===== config.mk =====
export PLATFORM = sky130hd
export DESIGN_NAME = spi_sim_slave
export DESIGN_NICKNAME = d
export VERILOG_FILES = /design/src/rtl/spi_sim_pkg.sv /design/src/rtl/spi_sim_sync_edge.sv /design/src/rtl/spi_sim_slave.sv
export SDC_FILE = /design/constraint.sdc
export NUM_CORES = 1
export LEC_CHECK = 0
export CAP_MARGIN = 15
export CORE_ASPECT_RATIO = 1.5
export CORE_UTILIZATION = 35
export DETAILED_ROUTE_END_ITERATION = 7
export DONT_BUFFER_PORTS = 1
export MAX_ROUTING_LAYER = met4
export PLACE_DENSITY_LB_ADDON = 0.12
export SLEW_MARGIN = 25
export SYNTH_ARGS = -nofsm -noshare
export SYNTH_HDL_FRONTEND = slang
export SYNTH_SLANG_ARGS = --single-unit

===== constraint.sdc =====
create_clock -name clk -period 4.1 [get_ports clk]
set_input_delay 0.82 -clock clk [delete_from_list [all_inputs] [get_ports clk]]
set_output_delay 0.82 -clock clk [all_outputs]
set_load 0.03 [all_outputs]

===== src/rtl/spi_sim_pkg.sv =====
// Shared constants and types for the spi_sim_slave register-bus SPI slave.
// A frame is 16 bits, MSB first: {rw, addr[3:0], data[10:0]}.
package spi_sim_pkg;

  localparam int CMD_WIDTH  = 5;
  localparam int ADDR_WIDTH = 4;
  localparam int DATA_WIDTH = 11;

  localparam logic WRITE = 1'b0;
  localparam logic READ  = 1'b1;

  // Field positions inside the 5-bit command word
  localparam int RW_BIT   = CMD_WIDTH - 1;
  localparam int ADDR_MSB = ADDR_WIDTH - 1;

  // Wide enough to count the longer of the two frame phases
  localparam int CNT_WIDTH = 4;

  typedef enum logic [1:0] {
    IDLE = 2'd0,
    CMD  = 2'd1,
    DATA = 2'd2,
    DONE = 2'd3
  } spi_state_t;

endpackage


===== src/rtl/spi_sim_sync_edge.sv =====
// Multi-flop synchronizer for one SPI input with rise/fall detection.
// Reset clears the chain to 0. A CS_N held low through reset therefore
// produces no fall, and a frame can only start on a fresh CS_N fall.
module spi_sim_sync_edge #(
  parameter int SYNC_STAGES = 2
) (
  input  logic clk,
  input  logic rst,
  input  logic d,
  output logic level,
  output logic rise,
  output logic fall
);

  logic [SYNC_STAGES:0] chain;

  // Shift the raw input through the synchronizer plus one edge-history flop
  always_ff @(posedge clk or posedge rst) begin
    if (rst) begin
      chain <= '0;
    end else begin
      chain <= {chain[SYNC_STAGES-1:0], d};
    end
  end

  assign level = chain[SYNC_STAGES-1];
  assign rise  = chain[SYNC_STAGES-1] & ~chain[SYNC_STAGES];
  assign fall  = ~chain[SYNC_STAGES-1] & chain[SYNC_STAGES];

endmodule


===== src/rtl/spi_sim_slave.sv =====
// SPI slave (CPOL=0) that turns 16-bit frames into register-bus strobes.
// The SPI inputs are oversampled in the clk domain.
// Optional macro SPI_SIM_SLAVE_MISO_OE_EN adds a spi_miso_oe output for an
// external tri-state buffer.
module spi_sim_slave
  import spi_sim_pkg::*;
#(
  parameter int SYNC_STAGES = 2
) (
  input  logic                  clk,
  input  logic                  rst,
  input  logic                  spi_cs_n,
  input  logic                  spi_sclk,
  input  logic                  spi_mosi,
  output logic                  spi_miso,
`ifdef SPI_SIM_SLAVE_MISO_OE_EN
  output logic                  spi_miso_oe,
`endif
  output logic                  reg_wr_en,
  output logic [ADDR_WIDTH-1:0] reg_wr_addr,
  output logic [DATA_WIDTH-1:0] reg_wr_data,
  output logic                  reg_rd_en,
  output logic [ADDR_WIDTH-1:0] reg_rd_addr,
  input  logic [DATA_WIDTH-1:0] reg_rd_data,
  output logic                  busy,
  output logic                  frame_err
);

  logic cs_level, cs_rise, cs_fall;
  logic sclk_level_unused, sclk_rise, sclk_fall;
  logic mosi_level, mosi_rise_unused, mosi_fall_unused;

  spi_sim_sync_edge #(.SYNC_STAGES(SYNC_STAGES)) u_sync_cs (
    .clk(clk), .rst(rst), .d(spi_cs_n),
    .level(cs_level), .rise(cs_rise), .fall(cs_fall)
  );

  spi_sim_sync_edge #(.SYNC_STAGES(SYNC_STAGES)) u_sync_sclk (
    .clk(clk), .rst(rst), .d(spi_sclk),
    .level(sclk_level_unused), .rise(sclk_rise), .fall(sclk_fall)
  );

  spi_sim_sync_edge #(.SYNC_STAGES(SYNC_STAGES)) u_sync_mosi (
    .clk(clk), .rst(rst), .d(spi_mosi),
    .level(mosi_level), .rise(mosi_rise_unused), .fall(mosi_fall_unused)
  );

  spi_state_t state, state_n;
  logic start, cmd_done, data_done, abort;

  logic [CNT_WIDTH-1:0]  bit_cnt;
  logic [CMD_WIDTH-2:0]  cmd_shift;
  logic [CMD_WIDTH-1:0]  cmd_word;
  logic                  cmd_rw;
  logic [ADDR_WIDTH-1:0] cmd_addr;
  logic [DATA_WIDTH-2:0] rx_shift;
  logic [DATA_WIDTH-1:0] tx_shift;
  logic [1:0]            rd_pipe;

  // Command bits already received plus the bit arriving on this fall
  assign cmd_word = {cmd_shift, mosi_level};

  assign busy = (state != IDLE);

`ifdef SPI_SIM_SLAVE_MISO_OE_EN
  assign spi_miso_oe = busy & ~cs_level;
`endif

  // Frame state register
  always_ff @(posedge clk or posedge rst) begin
    if (rst) begin
      state <= IDLE;
    end else begin
      state <= state_n;
    end
  end

  // Frame sequencing; a CS_N rise before DONE aborts the frame
  always_comb begin
    state_n   = state;
    start     = 1'b0;
    cmd_done  = 1'b0;
    data_done = 1'b0;
    abort     = 1'b0;
    unique case (state)
      IDLE: begin
        if (cs_fall) begin
          state_n = CMD;
          start   = 1'b1;
        end
      end
      CMD: begin
        if (cs_rise) begin
          state_n = IDLE;
          abort   = 1'b1;
        end else if (sclk_fall && bit_cnt == CNT_WIDTH'(CMD_WIDTH - 1)) begin
          state_n  = DATA;
          cmd_done = 1'b1;
        end
      end
      DATA: begin
        if (cs_rise) begin
          state_n = IDLE;
          abort   = 1'b1;
        end else if (sclk_fall && bit_cnt == CNT_WIDTH'(DATA_WIDTH - 1)) begin
          state_n   = DONE;
          data_done = 1'b1;
        end
      end
      DONE: begin
        if (cs_rise) begin
          state_n = IDLE;
        end
      end
      default: state_n = IDLE;
    endcase
  end

  // Shift registers, bus strobes and MISO; the read data is captured two
  // clocks after the strobe so the bus has one full clock to respond
  always_ff @(posedge clk or posedge rst) begin
    if (rst) begin
      bit_cnt     <= '0;
      cmd_shift   <= '0;
      cmd_rw      <= WRITE;
      cmd_addr    <= '0;
      rx_shift    <= '0;
      tx_shift    <= '0;
      rd_pipe     <= '0;
      spi_miso    <= 1'b0;
      reg_wr_en   <= 1'b0;
      reg_wr_addr <= '0;
      reg_wr_data <= '0;
      reg_rd_en   <= 1'b0;
      reg_rd_addr <= '0;
      frame_err   <= 1'b0;
    end else begin
      reg_wr_en <= 1'b0;
      reg_rd_en <= 1'b0;
      frame_err <= 1'b0;
      rd_pipe   <= {rd_pipe[0], 1'b0};

      if (rd_pipe[1]) begin
        tx_shift <= reg_rd_data;
      end

      if (start) begin
        bit_cnt   <= '0;
        cmd_shift <= '0;
        rx_shift  <= '0;
        tx_shift  <= '0;
        rd_pipe   <= '0;
        spi_miso  <= 1'b0;
      end

      if (state == CMD && sclk_fall && !cs_rise) begin
        cmd_shift <= cmd_word[CMD_WIDTH-2:0];
        bit_cnt   <= bit_cnt + CNT_WIDTH'(1);
        if (cmd_done) begin
          bit_cnt  <= '0;
          cmd_rw   <= cmd_word[RW_BIT];
          cmd_addr <= cmd_word[ADDR_MSB:0];
          if (cmd_word[RW_BIT] == READ) begin
            reg_rd_en   <= 1'b1;
            reg_rd_addr <= cmd_word[ADDR_MSB:0];
            rd_pipe     <= 2'b01;
          end else begin
            tx_shift <= '0;
          end
        end
      end

      if (state == DATA && !cs_rise) begin
        if (sclk_rise) begin
          spi_miso <= tx_shift[DATA_WIDTH-1];
          tx_shift <= {tx_shift[DATA_WIDTH-2:0], 1'b0};
        end
        if (sclk_fall) begin
          rx_shift <= {rx_shift[DATA_WIDTH-3:0], mosi_level};
          bit_cnt  <= bit_cnt + CNT_WIDTH'(1);
          if (data_done) begin
            bit_cnt  <= '0;
            spi_miso <= 1'b0;
            if (cmd_rw == WRITE) begin
              reg_wr_en   <= 1'b1;
              reg_wr_addr <= cmd_addr;
              reg_wr_data <= {rx_shift, mosi_level};
            end
          end
        end
      end

      if (state == DONE) begin
        spi_miso <= 1'b0;
      end

      if (abort) begin
        frame_err <= 1'b1;
        spi_miso  <= 1'b0;
      end
    end
  end

endmodule


==> metrics.cfg <==
[global_routing]
grt_pass1_vias = 1749
antenna_found_initial = 0
grt_max_degree = 46
grt_overflow = 0
track_usage_pct = 14.3
grt_pass1_wl_mm = 8.65

[floorplanning]
rows = 39
die_y_um = 112
initial_utilization_pct = 36.6
core_area_um2 = 7760
pin_count = 40
fp.dieW_um = 75.5
dieArea_um2 = 8480

[placed_design]
portBuffers = 0
gp_congestion = 0.815
dpl.cell_count = 340
hpwl_mm = 3.47

[clock_network]
clkSlewWorstSetupHoldPaths_ns = 0.05
cts.sinks = 68
cts_made_buffers = 9
clk_latency_ns = 0.33
cts-root-buf = clkbuf_16
clk_path_buf_depth = 2
cts_setup_buffers = 0
hold_buffers = 0
cts_tree = yes
postCtsResizedCells = 0
htreeDepth = 3

[timing]
rsz0062_at_grt = false
skew_ns = 0.00447
maxSlewViolCount = 0
max-slew-margin-rel_pct = 50.7
worstMarginPinSlew_ns = 0.737
final-setup-viol-count = 0
hold_viol = 0
post-route-period-util_pct = 57.4
max_freq_mhz = 425
setup_tns_ns = 0
fin_crit_ns = 2.35

[synthesis]
synth.area.mux_share_pct = 11.8
synth_top_family_by_area = simple AND/OR/NAND/NOR gates
syn_nets = 269
synthArstFlopShare_pct = 100
syn_inst = 245
synth_seq_cells = 68
yosys.area_share.simple_pct = 14.2
synthXorXnorAreaFrac_pct = 0.309
yosysWarnings = 0
synth_compound_area_share_pct = 6.66
seq_area_frac_synth_pct = 60.0
ys.flop_type = dfrtp_1
synth-edff-count = 0
syn_area_um2 = 2840
synth_cell_types = 32
synthAdderAreaFrac_pct = 3.53
syn_avg_cell_area_um2 = 11.6

[detailed_routing]
drtPass1Iterations = 4
drc = 0
drt_iter0_drc = 125
via_count = 1725
ant_nets = 0
wl_per_cell_um = 14.7
drt-total-wl_mm = 5.22
via_per_inst = 4.85

[critical_path]
crit_start = bit_cnt[0]$_DFF_PP0_
critPathBufInv = 1
cp-endpoint = tx_shift[9]$_DFF_PP0_
cp-start-kind = flop
cpLargestDelayFamily = compound AO/OA/AOI/OAI gates
r2r_start = bit_cnt[0]$_DFF_PP0_
crit_path_end_kind = flop
crit_type = reg -> reg
worst-path-max-fanout = 11
regToRegEndpoint = tx_shift[9]$_DFF_PP0_
rr_worst_depth = 6
crit_arrival_ns = 2.53
cp_cell_sequence = inv_1, ha_1, and3b_1, nand4_1, o211ai_1, o21ai_0
crit_required_ns = 4.28
reg2reg_slack_ns = 1.75
cp.depth = 6
cpPeakStageDelay_ns = 0.74
slowest_stage = o211ai_1

[finish]
fin_nets = 274
fillers = 752
drive_gt1_share_pct = 15.7
diodes = 0
area_growth_syn_to_layout_pct = 13.1
final_cells = 356
most-common-layout-cells = dfrtp_1, nand2_1, o21ai_0
final_common_cell = dfrtp_1

[worst_hold_path]
whs_path_depth = 0
hold_path.class = reg -> reg

[job]
maxCapViolations = 0

[run_status]
status = completed

[pwr]
max-vdd-ir-drop_v = 0.000208
power_mw = 1.74
p_leak_nw = 1.55
p_per_area_nw_per_um2 = 543

-- cell families after synthesis --
logic type,Yosys count
buffers and inverters,23
XOR/XNOR,1
AND/OR/NAND/NOR,80
adder cells (fa/ha/maj),8
multiplexers,31
flip-flops,68
AO/OA/AOI/OAI,34
-- synthesized netlist by cell type (2+ instances only) --
library cell,count,area [um2]
a21oi_1,5,25.0
and3_1,3,18.8
buf_2,2,10.0
clkbuf_1,5,18.8
dfrtp_1,68,1700
ha_1,8,100
inv_1,14,52.6
mux2_2,20,225
mux2i_1,11,110
nand2_1,40,150
nand2b_1,3,18.8
nand3_1,17,85.1
nor2_1,7,26.3
nor3b_1,2,15.0
o21ai_0,22,110
o22ai_1,2,12.5
-- metal layers --
layer,track usage (%),vias up,wire (um)
met2,20.7,32,2500
met4,7.04,0,114
met5,-,-,0
met3,4.67,8,265
li1,-,843,-
met1,17.8,842,2340
-- flip-flops by register name (all words and copies together), names as in the netlist, 2 cells and up --
signal	flops
u_sync_cs.chain	3
u_sync_sclk.chain	3
reg_wr_addr	4
reg_wr_data	11
reg_rd_addr	4
rx_shift	10
state	2
cmd_addr	4
u_sync_mosi.chain	2
tx_shift	11
cmd_shift	4
rd_pipe	2
bit_cnt	4
-- layout make-up --
class | count | area, um2 | area share [%]
sequential | 68 | 1700 | 53.0
tap | 102 | 128 | 3.98
multi-input combinational | 154 | 1040 | 32.3
timing repair buffer | 3 | 22.5 | 0.701
inverter | 14 | 52.6 | 1.64
clock inverter | 2 | 10.0 | 0.312
clock buffer | 13 | 260 | 8.11
-- where the power goes --
part           switching (mW)  total (mW)  internal, mW
Clock                   0.263       0.699         0.436
Combinational           0.164       0.256        0.0920
Sequential             0.0573       0.789         0.732
-- worst min path at each step --
stage,from,end,slack [ns]
6_report,u_sync_sclk.chain[0]$_DFF_PP0_,u_sync_sclk.chain[1]$_DFF_PP0_,0.34
5_1_grt,u_sync_mosi.chain[0]$_DFF_PP0_,u_sync_mosi.chain[1]$_DFF_PP0_,0.36
4_1_cts,u_sync_sclk.chain[0]$_DFF_PP0_,u_sync_sclk.chain[1]$_DFF_PP0_,0.35
3_5_place_dp,u_sync_sclk.chain[0]$_DFF_PP0_,u_sync_sclk.chain[1]$_DFF_PP0_,0.34
3_3_place_gp,u_sync_cs.chain[0]$_DFF_PP0_,u_sync_cs.chain[1]$_DFF_PP0_,0.33
2_1_floorplan,u_sync_cs.chain[0]$_DFF_PP0_,u_sync_cs.chain[1]$_DFF_PP0_,0.33
-- per-stage QoR --
stage               setup slack, ns  util [%]  hold slack (ns)  instance area, um2
floorplan                      1.57         -            0.331                2840
global placement               1.62      37.8            0.334                2930
detailed placement             1.56      37.8            0.336                2930
CTS                            1.56      41.3            0.347                3200
global route                   1.38      41.4            0.359                3210
finish                         1.75      41.4            0.344                3210
-- worst reg2reg max path, cell delays in order (launching register included) --
cell,delay [ns]
dfrtp_1,0.42
inv_1,0.09
ha_1,0.14
and3b_1,0.22
nand4_1,0.39
o211ai_1,0.74
o21ai_0,0.20
Power figures use the tool's default switching activity.
